--- src/rtl/t_ff_mod_counter.sv ---
// rtl/t_ff_mod_counter.sv - modulo-N up/down counter built from per-bit T flip-flop cells
// Optional feature macro: GRAY_OUT_EN (adds registered Gray-code output port gray)
module t_ff_mod_counter #(
   parameter int WIDTH   = 4,
   parameter int MODULUS = 10
) (
   input  logic             clk,
   input  logic             rst,
   input  logic             en,
   input  logic             up_dn,
   input  logic             load,
   input  logic [WIDTH-1:0] load_val,
   output logic [WIDTH-1:0] q,
   output logic [WIDTH-1:0] tog,
   output logic             tc
`ifdef GRAY_OUT_EN
   ,
   output logic [WIDTH-1:0] gray
`endif
);

   // Refuse to build with a modulus the counter cannot represent
   if (MODULUS < 2 || MODULUS > (1 << WIDTH)) begin : g_bad_modulus
      $error("t_ff_mod_counter: MODULUS must satisfy 2 <= MODULUS <= 2**WIDTH");
   end

   localparam logic [WIDTH-1:0] MAX_VAL = WIDTH'(MODULUS - 1);

   logic [WIDTH-1:0] q_next;
   logic [WIDTH-1:0] load_eff;
   logic             at_top;
   logic             at_bottom;

   assign at_top    = (q == MAX_VAL);
   assign at_bottom = (q == '0);

   // Out-of-range load values clamp to the top of the count range
   assign load_eff = (load_val > MAX_VAL) ? MAX_VAL : load_val;

   // Counting next state and the toggle vector that realises it
   always_comb begin
      q_next = q;
      if (en) begin
         if (up_dn) begin
            q_next = at_top ? '0 : q + WIDTH'(1);
         end else begin
            q_next = at_bottom ? MAX_VAL : q - WIDTH'(1);
         end
      end
      // Reset and load bypass the toggle cells, so no toggles are requested
      if (rst || load) begin
         tog = '0;
      end else begin
         tog = q ^ q_next;
      end
   end

   // Terminal count flags the cycle right before a wrap edge
   assign tc = en & ~load & ~rst & (up_dn ? at_top : at_bottom);

   for (genvar i = 0; i < WIDTH; i++) begin : g_cell
      // One T flip-flop cell per bit, with parallel-load bypass
      always_ff @(posedge clk) begin
         if (rst) begin
            q[i] <= 1'b0;
         end else if (load) begin
            q[i] <= load_eff[i];
         end else begin
            q[i] <= q[i] ^ tog[i];
         end
      end
   end

`ifdef GRAY_OUT_EN
   logic [WIDTH-1:0] q_d;

   // Value q takes at the next edge, whichever path produces it
   always_comb begin
      q_d = q ^ tog;
      if (rst) begin
         q_d = '0;
      end else if (load) begin
         q_d = load_eff;
      end
   end

   // Gray register tracks q so gray == q ^ (q >> 1) on every cycle
   always_ff @(posedge clk) begin
      if (rst) begin
         gray <= '0;
      end else begin
         gray <= q_d ^ (q_d >> 1);
      end
   end
`endif

endmodule

--- config.mk ---
export PLATFORM = sky130hd
export DESIGN_NAME = t_ff_mod_counter
export DESIGN_NICKNAME = d
export VERILOG_FILES = /design/src/rtl/t_ff_mod_counter.sv
export SDC_FILE = /design/constraint.sdc
export NUM_CORES = 1
export LEC_CHECK = 0
export CAP_MARGIN = 20
export CORE_ASPECT_RATIO = 1.5
export CORE_UTILIZATION = 25
export CTS_CLUSTER_SIZE = 20
export DETAILED_ROUTE_END_ITERATION = 10
export PLACE_DENSITY = 0.55
export RECOVER_POWER = 25
export SETUP_SLACK_MARGIN = 0.1
export SYNTH_ARGS = -nofsm -noshare
export SYNTH_HDL_FRONTEND = slang
export SYNTH_SLANG_ARGS = --single-unit
export TNS_END_PERCENT = 30
--- constraint.sdc ---
create_clock -name clk -period 2.5 [get_ports clk]
set_clock_uncertainty 0.15 [all_clocks]
set_input_delay 0.75 -clock clk [delete_from_list [all_inputs] [get_ports clk]]
set_output_delay 0.75 -clock clk [all_outputs]
set_load 0.1 [all_outputs]
# After elaboration in Yosys (flattened, before gate mapping)
# Cells that the tools add are included.
op_classes:
  addsub: 2
  mul: 0
  div_mod_pow: 0
  magnitude_cmp: 1
  eq_ne: 1
  n_shift: 0
  n_mux: 11
  bitwise: 10
  n_reduce_logical: 2
ops:
  columns: ["operator", "count"]
  rows:
  - ["4-bit 2-to-1 mux", 6]
  - ["1-bit 2-to-1 mux", 5]
  - ["4-bit by 1-bit adder with 4-bit output, second input constant", 1]
  - ["4-bit equality test, second input constant", 1]
  - ["4-bit > comparator, second input constant", 1]
  - ["4-bit logical NOT", 1]
  - ["4-bit by 1-bit subtractor with 4-bit output, second input constant", 1]
  - ["1-bit bitwise XOR", 4]
  - ["4-bit bitwise XOR", 1]
  - ["1-bit bitwise AND", 3]
  - ["1-bit NOT", 2]
  - ["1-bit logical OR", 1]
word_totals:
  reg_bits: 4
  latchBits: 0
  ram_bits: 0
  romBits: 0
  in_bits: 9
  out_inout_bits: 9
  wordCells: 31
  memories: 0

# Logic depth before layout (Yosys ltp)
depth:
  ltp_word: 8
  ltp_mapped: 6
  mapped_depth_nobuf: 6

# Least setup slack after synthesis
# OpenSTA, ideal clock, no wires.
synth_timing:
  path_kind: "register to output"
  startpoint: "register q[1]"
  endpoint: "output tog[2]"
  arrival_ns: 4.009
  required_time_ns: 1.600
  path_slack_ns: -2.409
  stages_incl_launch_ff: 6
  path_buffers: 0
  path_cell_list: "dfxtp_1 > inv_1 > ha_1 > nand3_1 > o21ai_0 > a211oi_1"
synth_between:
  elab_chain_cells: 6
  word_cells_on_any_way: 10
  cone_classes: "add/sub (2); eq/ne (1); mux (5); bitwise (1); reduce/logical (1)"
synth_rtl:
  columns: ["item", "line", "text"]
  rows:
  - ["from (decl)", "13", "output logic [WIDTH-1:0] q,"]
  - ["from (signal, indexed assignment)", "67", "q[i] <= load_eff[i];"]
  - ["from (signal, indexed assignment)", "69", "q[i] <= q[i] ^ tog[i];"]
  - ["4-bit by 1-bit subtractor with 4-bit output, or another cell as far along", "47", "q_next = at_bottom ? MAX_VAL : q - WIDTH'(1);"]
  - ["4-bit 2-to-1 mux, on equally long branches", "47, 45", null]
  - ["4-bit 2-to-1 mux (*)", "44", "if (up_dn) begin"]
  - ["4-bit 2-to-1 mux (*)", "43", "if (en) begin"]
  - ["4-bit bitwise XOR (*)", "54", "tog = q ^ q_next;"]
  - ["4-bit 2-to-1 mux (*)", "51", "if (rst || load) begin"]
  - ["to (decl)", "14", "output logic [WIDTH-1:0] tog,"]
# Mark *: on every way between the ends. The rest lies on a longest branch, timed or not.

# Worst setup path in the final report
layout_timing:
  startpoint: "input load"
  endpoint: "output tog[3]"
layout_between:
  elab_chain_cells: 2
layout_rtl:
  columns: ["item", "line", "text"]
  rows:
  - ["from (decl)", "11", "input logic load,"]
  - ["1-bit logical OR", "51", null]
  - ["4-bit 2-to-1 mux", "51", null]
# No other way between the ends.

==> impl_metrics.toml <==
[outcome]
status = "finished with violations"
violations = "negative setup slack"

[die]
coreArea_um2 = 1880
die-area_um2 = 2240
initial_core_util_pct = 27.3
pin_count = 18
die_y_um = 57.5
rows = 19
fp.dieW_um = 39.0

[synthesis]
synth_seq_area_share_pct = 15.6
synth_edf_count = 0
synth_seq_cells = 4
yosys.cell_types.count = 33
ys.flop_type = "dfxtp_1"
syn-cell-area_um2 = 513
synth_nets = 83
synthCells = 71
synth-async-reset-ratio_pct = 0
ys_warn_count = 0
avgSynthCellArea_um2 = 7.23

[cells_and_area]
multi_input_area_um2 = 428
fillers = 187
nNetsFinal = 121
post-route-util_pct = 53.2
syn_to_final_growth_pct = 94.6
diodes = 0
drive_above_1_share_pct = 50.9
seq_area_um2 = 90.1

[power]
p_leak_nw = 0.420
p_seq_share_pct = 20.6
p_sw_share_pct = 41.6
p_clk_share_pct = 23.6
p_comb_share_pct = 55.7
p_switching_mw = 0.158
power_density_nw_per_um2 = 380
internal_power_mw = 0.222
ir_drop_uv = 323

[global_route]
grt_first_pass_wirelength_um = 2480
grt_antenna_before_repair = 0
grt_pass1_vias = 598
grt_max_degree = 13
overflow = 0
grtUsageTotal_pct = 15.3

[critical_path]
required_ps = 1600
endpoint = "tog[3]"
worstReg2RegEnd = "q[2]"
r2r_slack_ps = 620
worstSetupEndpointType = "output port"
start_kind = "input pin"
arrival_ps = 1880
critPathKind = "input pin to output port"
reg2reg_depth = 7
crit_path_start = "load"
crit_fanout = 5

[detailed_routing]
ant_nets = 0
vias_per_cell = 5.15
remaining_drc_errors = 0
drt_iter0_drc = 17
routedWlPerCell_um = 11.4
drt_wl_total_um = 1470
vias = 664
dr.pass1.iters = 4

[timing]
hold_viol = 0
fmax_mhz = 359
setup_viol = 5
min_period_ps = 2780
finalCritPeriodShare_pct = 111
slew_headroom_pct = 77.2
slew_violations = 0
rsz0062_at_grt = "yes"
worst_pin_slew_ps = 333
finalWorstSetupSlack_ps = -283
whs_ps = 518

[hold_path]
hold_class = "flop to flop"

[flow_run]
maxCapViolCount = 0

[placed_design]
globalplace.congestion = 0.750
portBuffers = 17
pre_cts_slack_ps = -690
dpl.hpwl_um = 1170

[clocking]
cts_tree = "done"
clock_latency_ps = 240
root_buffer = "clkbuf_4"
cts_max_path_buffers = 2
cts_buffers = 3
path_clk_slew_ps = 40
clock-sinks = 4
cts_max_level = 1
==> routing by layer <==
| metal | routed length (um) | GRT usage (%) | up-vias |
|---|---|---|---|
| li1 | - | - | 337 |
| met1 | 590 | 18.4 | 307 |
| met2 | 808 | 26.9 | 18 |
| met3 | 60 | 1.17 | 2 |
| met4 | 8 | 5.91 | 0 |
| met5 | 0 | 0 | - |
==> worst min-delay path by stage <==
stage,startpoint,endpoint,depth (start not counted)
floorplan,q[1],q[1],2
global placement,q[2],q[2],2
detailed placement,q[2],q[2],2
CTS,q[2],q[2],2
global route,q[2],q[2],2
finish,q[2],q[2],2
==> power by group through the flow <==
stage,logic (mW),registers [mW],clock network (mW)
after floorplan,0.0890,0.111,0
after global placement,0.202,0.0783,0
after detailed placement,0.202,0.0784,0
after CTS,0.210,0.0778,0.0932
after global routing,0.226,0.0793,0.0974
final,0.211,0.0783,0.0897
==> placed cells by master (no fill, tap or decap), types with 3 or more instances in the layout <==
| cell | synthesis | layout |
|---|---|---|
| buf_4 | 1 | 20 |
| nor2_1 | 7 | 5 |
| buf_12 | 0 | 7 |
| clkdlybuf4s50_1 | 0 | 4 |
| buf_6 | 2 | 4 |
| o21ai_0 | 5 | 3 |
| nand2_1 | 7 | 6 |
| clkbuf_4 | 0 | 3 |
| a21oi_1 | 4 | 3 |
==> cell type report <==
class	instances	area share [%]
multi-input cells	56	42.9
repair buffers	38	40.1
flip-flops and latches	4	9.02
inverters	6	2.76
clock buffers	4	2.63
well taps	21	2.63
==> worst max-delay path, stage by stage <==
cell	delay, ps
buf_6	90
or3b_4	450
a211o_1	330
o21ai_4	80
buf_12	190
==> synth_stat cells, drive strengths merged, types with 2 or more instances <==
library cell,instances,area share (%)
or3b,2,3.4
nand2,7,5.1
o21bai,2,2.9
buf,5,7.8
a21oi,4,3.9
nand3,2,2.0
nand2b,2,2.4
dfxtp,4,16
nand4b,2,3.4
nand4,2,2.4
a211o,2,3.4
inv,6,4.4
nor2,7,5.1
ha,3,7.3
nor3b,2,2.9
o21ai,6,6.6
==> per-stage QoR <==
step	instance area (um^2)	setup TNS, ps	power [mW]	cells
2_1_floorplan	568	-2430	0.200	71
3_3_place_gp	915	-3280	0.280	122
3_5_place_dp	915	-3290	0.280	122
4_1_cts	988	-1250	0.381	129
5_1_grt	998	-1310	0.403	129
6_report	998	-1140	0.380	129
==> logic make-up (layout without fill, tap and decap cells) <==
kind of cell,after synthesis,in the layout,synth area share [%]
AO/OA/AOI/OAI,22,22,30.5
adder cells (fa/ha/maj),3,3,7.32
buffers and inverters,11,48,12.2
flip-flops,4,4,15.6
multiplexers,1,1,1.95
AND/OR/NAND/NOR,30,30,32.4
==> what timing repair did <==
| action | in CTS | in global routing |
|---|---|---|
| buffers inserted | 3 | 0 |
| resized for setup | 30 | 6 |
| setup endpoints to repair | 6 | 5 |
| pin swaps | 7 | 4 |
| hold buffers | 0 | 0 |
No activity file was read; power rests on OpenSTA's default activity.
